**config.mk**
```make
export PLATFORM = sky130hd
export DESIGN_NAME = instr_bus_mux
export DESIGN_NICKNAME = d
export VERILOG_FILES = /design/src/rtl/instr_bus_mux.sv
export SDC_FILE = /design/constraint.sdc
export NUM_CORES = 1
export LEC_CHECK = 0
export BUFFER_PORTS_ARGS = -buffer_cell sky130_fd_sc_hd__buf_4
export CAP_MARGIN = 20
export CORE_AREA = 3 3 86 88
export CTS_BUF_LIST = sky130_fd_sc_hd__clkbuf_8
export CTS_CLUSTER_DIAMETER = 80
export DETAILED_ROUTE_END_ITERATION = 16
export DIE_AREA = 0 0 89 91
export GPL_ROUTABILITY_DRIVEN = 0
export PLACE_DENSITY = 0.66
export SYNTH_ARGS = -nofsm -noshare
export SYNTH_HDL_FRONTEND = slang
export SYNTH_SLANG_ARGS = --single-unit
```
**constraint.sdc**
```tcl
create_clock -name clk -period 5.48 [get_ports clk]
set_input_delay 1.096 -clock clk [delete_from_list [all_inputs] [get_ports clk]]
set_output_delay 1.096 -clock clk [all_outputs]
set_load 0.05 [all_outputs]
```
**src/rtl/instr_bus_mux.sv**
```systemverilog
// Instruction-side interconnect: one Ibex fetch host, boot ROM (slave 0) and SRAM (slave 1).
// In-order ID FIFO steers each response back from the slave that owns the oldest request.
module instr_bus_mux #(
  parameter int unsigned MAX_OUTSTANDING = 2,
  parameter logic [31:0] S0_BASE = 32'h0000_0000,
  parameter logic [31:0] S0_MASK = 32'hFFFF_FF00,
  parameter logic [31:0] S1_BASE = 32'h0001_0000,
  parameter logic [31:0] S1_MASK = 32'hFFFF_0000
) (
  input  logic        clk,
  input  logic        rst,
  input  logic        instr_req_i,
  output logic        instr_gnt_o,
  input  logic [31:0] instr_addr_i,
  output logic        instr_rvalid_o,
  output logic [31:0] instr_rdata_o,
  output logic [6:0]  instr_rdata_intg_o,
  output logic        instr_err_o,
  output logic        s0_req_o,
  input  logic        s0_gnt_i,
  output logic [31:0] s0_addr_o,
  input  logic        s0_rvalid_i,
  input  logic [31:0] s0_rdata_i,
  input  logic [6:0]  s0_rdata_intg_i,
  input  logic        s0_err_i,
  output logic        s1_req_o,
  input  logic        s1_gnt_i,
  output logic [31:0] s1_addr_o,
  input  logic        s1_rvalid_i,
  input  logic [31:0] s1_rdata_i,
  input  logic [6:0]  s1_rdata_intg_i,
  input  logic        s1_err_i,
  output logic        proto_err_o
);

  localparam int unsigned PW = (MAX_OUTSTANDING > 1) ? $clog2(MAX_OUTSTANDING) : 1;
  localparam int unsigned CW = $clog2(MAX_OUTSTANDING) + 1;

  typedef enum logic [1:0] {
    SEL_S0     = 2'd0,
    SEL_S1     = 2'd1,
    SEL_DECERR = 2'd2
  } sel_e;

  sel_e          sel;
  sel_e          head;
  sel_e          fifo_q [MAX_OUTSTANDING];
  logic [PW-1:0] wptr_q, wptr_d;
  logic [PW-1:0] rptr_q, rptr_d;
  logic [CW-1:0] count_q, count_d;
  logic          proto_err_q, proto_err_d;
  logic          full, empty, push, pop;
  logic          stray0, stray1;

  // Slave 0 wins when both windows overlap.
  always_comb begin
    sel = SEL_DECERR;
    if ((instr_addr_i & S0_MASK) == S0_BASE) begin
      sel = SEL_S0;
    end else if ((instr_addr_i & S1_MASK) == S1_BASE) begin
      sel = SEL_S1;
    end
  end

  assign full  = (count_q == CW'(MAX_OUTSTANDING));
  assign empty = (count_q == '0);
  assign head  = fifo_q[rptr_q];

  assign s0_addr_o = instr_addr_i;
  assign s1_addr_o = instr_addr_i;
  assign s0_req_o  = instr_req_i & (sel == SEL_S0) & ~full;
  assign s1_req_o  = instr_req_i & (sel == SEL_S1) & ~full;

  always_comb begin
    instr_gnt_o = 1'b0;
    if (instr_req_i && !full) begin
      case (sel)
        SEL_S0:  instr_gnt_o = s0_gnt_i;
        SEL_S1:  instr_gnt_o = s1_gnt_i;
        default: instr_gnt_o = 1'b1;
      endcase
    end
  end

  assign push = instr_gnt_o;

  always_comb begin
    instr_rvalid_o     = 1'b0;
    instr_rdata_o      = '0;
    instr_rdata_intg_o = '0;
    instr_err_o        = 1'b0;
    pop                = 1'b0;
    if (!empty) begin
      case (head)
        SEL_S0: begin
          instr_rvalid_o     = s0_rvalid_i;
          instr_rdata_o      = s0_rdata_i;
          instr_rdata_intg_o = s0_rdata_intg_i;
          instr_err_o        = s0_err_i;
          pop                = s0_rvalid_i;
        end
        SEL_S1: begin
          instr_rvalid_o     = s1_rvalid_i;
          instr_rdata_o      = s1_rdata_i;
          instr_rdata_intg_o = s1_rdata_intg_i;
          instr_err_o        = s1_err_i;
          pop                = s1_rvalid_i;
        end
        default: begin
          instr_rvalid_o = 1'b1;
          instr_err_o    = 1'b1;
          pop            = 1'b1;
        end
      endcase
    end
  end

  // A response from a slave that does not own the head entry is dropped and flagged.
  assign stray0      = s0_rvalid_i & (empty | (head != SEL_S0));
  assign stray1      = s1_rvalid_i & (empty | (head != SEL_S1));
  assign proto_err_d = proto_err_q | stray0 | stray1;
  assign proto_err_o = proto_err_q;

  always_comb begin
    wptr_d = wptr_q;
    rptr_d = rptr_q;
    if (push) begin
      wptr_d = (wptr_q == PW'(MAX_OUTSTANDING - 1)) ? '0 : wptr_q + 1'b1;
    end
    if (pop) begin
      rptr_d = (rptr_q == PW'(MAX_OUTSTANDING - 1)) ? '0 : rptr_q + 1'b1;
    end
    count_d = count_q + CW'(push) - CW'(pop);
  end

  always_ff @(posedge clk) begin
    if (rst) begin
      wptr_q      <= '0;
      rptr_q      <= '0;
      count_q     <= '0;
      proto_err_q <= 1'b0;
    end else begin
      wptr_q      <= wptr_d;
      rptr_q      <= rptr_d;
      count_q     <= count_d;
      proto_err_q <= proto_err_d;
    end
  end

  always_ff @(posedge clk) begin
    if (push) begin
      fifo_q[wptr_q] <= sel;
    end
  end

endmodule

```
==> results_dict.tcl, run 1 <==
set metrics [dict create \
    route.detailed.drc 0 \
    synth_cell_type_count 36 \
    p_per_area_mw_per_mm2 277 \
    start_kind "input port" \
    path_cells "buf_4, nor4_1, nand3_1, nor2_1, nor2_1, buf_4" \
    die_h_microns 91 \
    ys_top_cells_by_area "buf_4 (32%), a22o_1 (22%), dfxtp_1 (7.8%)" \
    track_usage_pct 14.1 \
    grt_pass1_wl_microns 9030 \
    finish.utilization_pct 40.1 \
    r2r_slack_ps 3440 \
    synth_top_cell_by_area "buf_4" \
    cp.depth 6 \
    seq_area_frac_synth_pct 15.6 \
    setup_ws_ps 1830 \
    clockRootBuffer "clkbuf_8" \
    synth_seq_cells 10 \
    synth_warnings 0 \
    finalHoldViolations 0 \
    portBuffers 203 \
    status "finished clean" \
    antenna_left 0 \
    final-max-slew-violation-count 0 \
    ir_drop_mv 0.166 \
    clk_latency_ps 230 \
    nets 446 \
    cts.htree.levels 1 \
    hold_slack_ps 463 \
    grt-ovfl-total 0 \
    num-fill-cells 683 \
    cp_slowest_stage_delay_ps 460 \
    power_mw 0.746 \
    crit_family "simple AND/OR/NAND/NOR gates" \
    finClkSkew_ps 2.02 \
    leakage_nw 1.39 \
    num_antenna_cells 0 \
    cts_resized 0 \
    numCtsBuffers 3 \
    worstMarginPinSlew_ps 595 \
    drive_gt1_share_pct 66.7 \
    grt_pass1_vias 1886 \
    r2r_start "fifo_q[0][0]" \
    synthArstFlopShare_pct 0 \
    worst_hold_startpoint "proto_err_o" \
    clk_pin_slew_ps 40 \
    synthFlopType "dfxtp_1" \
    min_path_type "register to register" \
    die_w_microns 89 \
    holdBufCountCts 0 \
    worstReg2RegEnd "count_q[1]" \
    grt_max_degree 38 \
    path_buf_inv 2 \
    num_rows 30 \
    synth-edff-count 4 \
    slowest_stage "nor4_1" \
    vias_per_cell 4.65 \
    endpoint_kind "output pin" \
    start_util_pct 23.0 \
    clock-sinks 10 \
    postSynthAreaPerCell_sq_um 8.21 \
    synth_fp_nets 309 \
    startpoint "instr_addr_i[22]" \
    cts_setup_buffers 0 \
    wl_microns 6510 \
    fin_crit_sh_pct 66.7 \
    routedWlPerCell_microns 16.1 \
    worstSetupEndpoint "instr_gnt_o" \
    die-area_sq_mm 0.00810 \
    place_hpwl_microns 5740 \
    cts_tree "built" \
    syn_area_sq_mm 0.00154 \
    fmax_mhz 274 \
    crit_required_ps 4380 \
    worstSetupPathType "input port to output pin" \
    min_period_ps 3650 \
    rsz0062_at_grt "false" \
    place_ws_ps 1810 \
    drt_iter0_drc 34 \
    syn_inst 188 \
    cap_viol_max_count 0 \
    relSlewSlack_pct 59.3 \
    first_pass_iters 4 \
    arrival_ps 2560 \
    setup_viol 0 \
    antenna_found_initial 1 \
    io_pins 228 \
    rr_worst_depth 9 \
    area_delta_synth_final_pct 74.8 \
    clk_path_buf_depth 2 \
    core_sq_mm 0.00672 \
    critPathMaxFanout 6 \
    setup_tns_ps 0 \
    yosysTopAreaCellShare_pct 32.1 \
    vias 1878 \
]
worst reg2reg max path, stage by stage (launching register included):
cell	delay [ps]
edfxtp_1	340
inv_1	50
o32a_4	390
o221a_4	290
ha_1	290
inv_1	40
ha_1	180
xnor2_1	160
xnor2_1	140
nor2_1	50
cell usage in the layout (no fill, tap or decap), types with 2 or more instances in the layout:
master      n
buf_4     205
a22o_1     39
nor2_1     11
inv_1       7
nor3_1      7
dfxtp_1     6
nand4_1     4
edfxtp_1    4
nor4_1      3
o21ai_0     3
clkbuf_8    3
nand2_1     2
nor2_2      2
nor3b_1     2
o22ai_1     2
nor2b_1     2
mux2_1      2
o211ai_1    2
xnor2_1     2
ha_1        2
cells by family after synthesis:
logic type	after synthesis	synth area share, %
xor gates and xnor gates	2	1.14
buffers and inverters	80	36.3
DFF	10	15.6
AOI/OAI and AO/OA	53	29.8
and+or+nand+nor	39	14.1
adders and majority gates	2	1.62
muxes	2	1.46
stage by stage:
stage	cell area, sq um	instances
6_report	2700	404
3_3_place_gp	2650	400
3_5_place_dp	2650	400
2_1_floorplan	1540	188
4_1_cts	2700	404
5_1_grt	2700	404
report_power, final:
part | switching, mW | internal, mW | leakage (nW)
Combinational | 0.349 | 0.207 | 1.28
Clock | 0.0272 | 0.0489 | 0.0269
Sequential | 0.0156 | 0.0979 | 0.0838
worst min-delay path by stage:
stage,endpoint,slack [ps],cells past startpoint
final,proto_err_o,460,2
after global placement,proto_err_o,450,2
after CTS,proto_err_o,460,2
after global routing,proto_err_o,530,2
after detailed placement,proto_err_o,460,2
after floorplan,register,550,2
layout make-up:
| cell class | count | area (sq um) | share of cell area (%) |
|---|---|---|---|
| clock buffers | 3 | 41.3 | 1.53 |
| clock inverters | 1 | 3.75 | 0.139 |
| multi-input cells | 98 | 746 | 27.7 |
| well taps | 80 | 100 | 3.71 |
| repair buffers | 205 | 1540 | 57.1 |
| inverters | 7 | 26.3 | 0.974 |
| flip-flops and latches | 10 | 240 | 8.91 |
layer usage:
| layer | vias to the layer above | share of wire, % | track usage, % |
|---|---|---|---|
| met1 | 830 | 33 | 14.1 |
| met5 | - | 0.20 | 0 |
| met2 | 134 | 53 | 27.3 |
| met3 | 8 | 12 | 4.63 |
| li1 | 904 | - | - |
| met4 | 2 | 1.3 | 2.98 |
sequential cells by signal, summed over array words and instances, names as in the netlist, named ones only:
name and flops:
wptr_q 1, rptr_q 1, proto_err_o 1, count_q 2, fifo_q 4
Yosys cell counts, types with 3 or more instances:
master / number
buf_4: 66
a22o_1: 39
nor2_1: 12
nor3_1: 7
dfxtp_1: 6
inv_1: 6
edfxtp_1: 4
nand4_1: 4
buf_2: 3
clkbuf_1: 3
nor4_1: 3
o21ai_0: 3
No activity file was read; power rests on OpenSTA's default activity.
==> inputs of run 2 (changes only) <==
==> constraint.sdc (replaced) <==
create_clock -name clk -period 3.65 [get_ports clk]
set_input_delay 0.73 -clock clk [delete_from_list [all_inputs] [get_ports clk]]
set_output_delay 0.73 -clock clk [all_outputs]
set_load 0.05 [all_outputs]
==> run 2 against run 1 <==
  * Non-clock buffer count is the same
  * Largest power group unchanged
  * Core utilization is the same
  * Cell count is the same
  * Highest routed layer is now met4
  * Global-route usage shrank 0.18 points
==> results_dict.tcl, run 2 (synthesis gave the netlist of run 1 again) <==
set metrics [dict create \
    track_usage_pct 13.9 \
    grt_pass1_wl_microns 8850 \
    crit_required_ps 2920 \
    core_sq_mm 0.00672 \
    num-fill-cells 685 \
    grt_pass1_vias 1872 \
    grt_max_degree 38 \
    die_w_microns 89 \
    worstSetupPathType "input port to output pin" \
    leakage_nw 1.39 \
    seq_area_sq_um 240 \
    drive_gt1_share_pct 66.7 \
    die-area_sq_mm 0.00810 \
    vias 1879 \
    critPathMaxFanout 6 \
    largest_reg_flops 4 \
    fin_crit_sh_pct 79.0 \
    io_pins 228 \
    die_h_microns 91 \
    clockRootBuffer "clkbuf_8" \
    cts_resized 0 \
    vias_per_cell 4.65 \
    clock-sinks 10 \
    cap_viol_max_count 0 \
    num_rows 30 \
    cts.htree.levels 1 \
    routedWlPerCell_microns 15.9 \
    wl_microns 6420 \
    fmax_mhz 347 \
    rsz0062_at_grt "false" \
    cts_setup_buffers 0 \
    finish.utilization_pct 40.1 \
    place_hpwl_microns 5690 \
    start_util_pct 23.0 \
    clk_latency_ps 230 \
    min_period_ps 2880 \
    clk_path_buf_depth 2 \
    setup_viol 0 \
    setup_tns_ps 0 \
    finalHoldViolations 0 \
    cts_tree "built" \
    nets 446 \
    antenna_found_initial 0 \
    clk_pin_slew_ps 40 \
    grt-ovfl-total 0 \
    relSlewSlack_pct 63.2 \
    first_pass_iters 4 \
    holdBufCountCts 0 \
    top_register "fifo_q" \
    arrival_ps 2150 \
    final-max-slew-violation-count 0 \
    multi_input_area_sq_um 746 \
    mostFrequentLayoutCell "buf_4" \
    p_per_area_mw_per_mm2 413 \
    num_antenna_cells 0 \
    ir_drop_mv 0.190 \
    drt_iter0_drc 36 \
    finClkSkew_ps 3.63 \
    numCtsBuffers 3 \
    antenna_left 0 \
    portBuffers 203 \
    status "finished clean" \
    mostFrequentLayoutCells "buf_4 (205), a22o_1 (39), nor2_1 (11), inv_1 (7), nor3_1 (7)" \
    reg.largest.list "fifo_q (4), count_q (2)" \
    area_delta_synth_final_pct 74.8 \
    route.detailed.drc 0 \
    endpoint_kind "output pin" \
    start_kind "input port" \
    worstMarginPinSlew_ps 538 \
    min_path_type "register to register" \
]
[run 2: cell counts in the layout (fill, tap and decap cells not counted)]
Identical to the previous run, type by type.
[run 2: power breakdown]
group | internal [mW] | switching [mW]
Clock | 0.0733 | 0.0400
Combinational | 0.311 | 0.521
Sequential | 0.147 | 0.0234
[run 2: metrics by stage]
step / cell area (sq um) / hold slack [ps] / instances / power, mW / setup slack [ps]
floorplan: 1540 / 545 / 188 / 0.811 / 430
global placement: 2650 / 454 / 400 / 1.00 / 730
detailed placement: 2650 / 451 / 400 / 1.01 / 717
CTS: 2700 / 459 / 404 / 1.13 / 713
global route: 2700 / 497 / 404 / 1.18 / 574
finish: 2700 / 457 / 404 / 1.11 / 768
[run 2: worst paths after layout]
check / from / endpoint / slack, ps / depth (start not counted)
worst max register to register: fifo_q[0][0] / count_q[1] / 1620 / 9
worst min-delay path: proto_err_o / proto_err_o / 460 / 2
worst min register to register: proto_err_o / proto_err_o / 460 / 2
worst max-delay path: instr_addr_i[22] / instr_gnt_o / 770 / 6
[run 2: critical path, stage by stage]
cell and delay [ps]:
buf_4 120, nor4_1 470, nand3_1 290, nor2_1 250
nor2_1 100, buf_4 200
[run 2: area by class of cell]
cell class                 count  area share, %
timing repair buffer         205           57.1
multi-input combinational     98           27.7
sequential                    10           8.91
tap                           80           3.71
clock buffer                   3           1.53
inverter                       7          0.974
clock inverter                 1          0.139
[run 2: metal layers]
metal | vias up | wire length [microns] | part of all wire (%) | global-route usage, %
met5 | - | 0 | 0 | 0
met4 | 0 | 80 | 1.2 | 3.35
met3 | 7 | 877 | 14 | 4.63
met2 | 145 | 3380 | 53 | 27.4
met1 | 822 | 2080 | 32 | 13.3
li1 | 905 | - | - | -
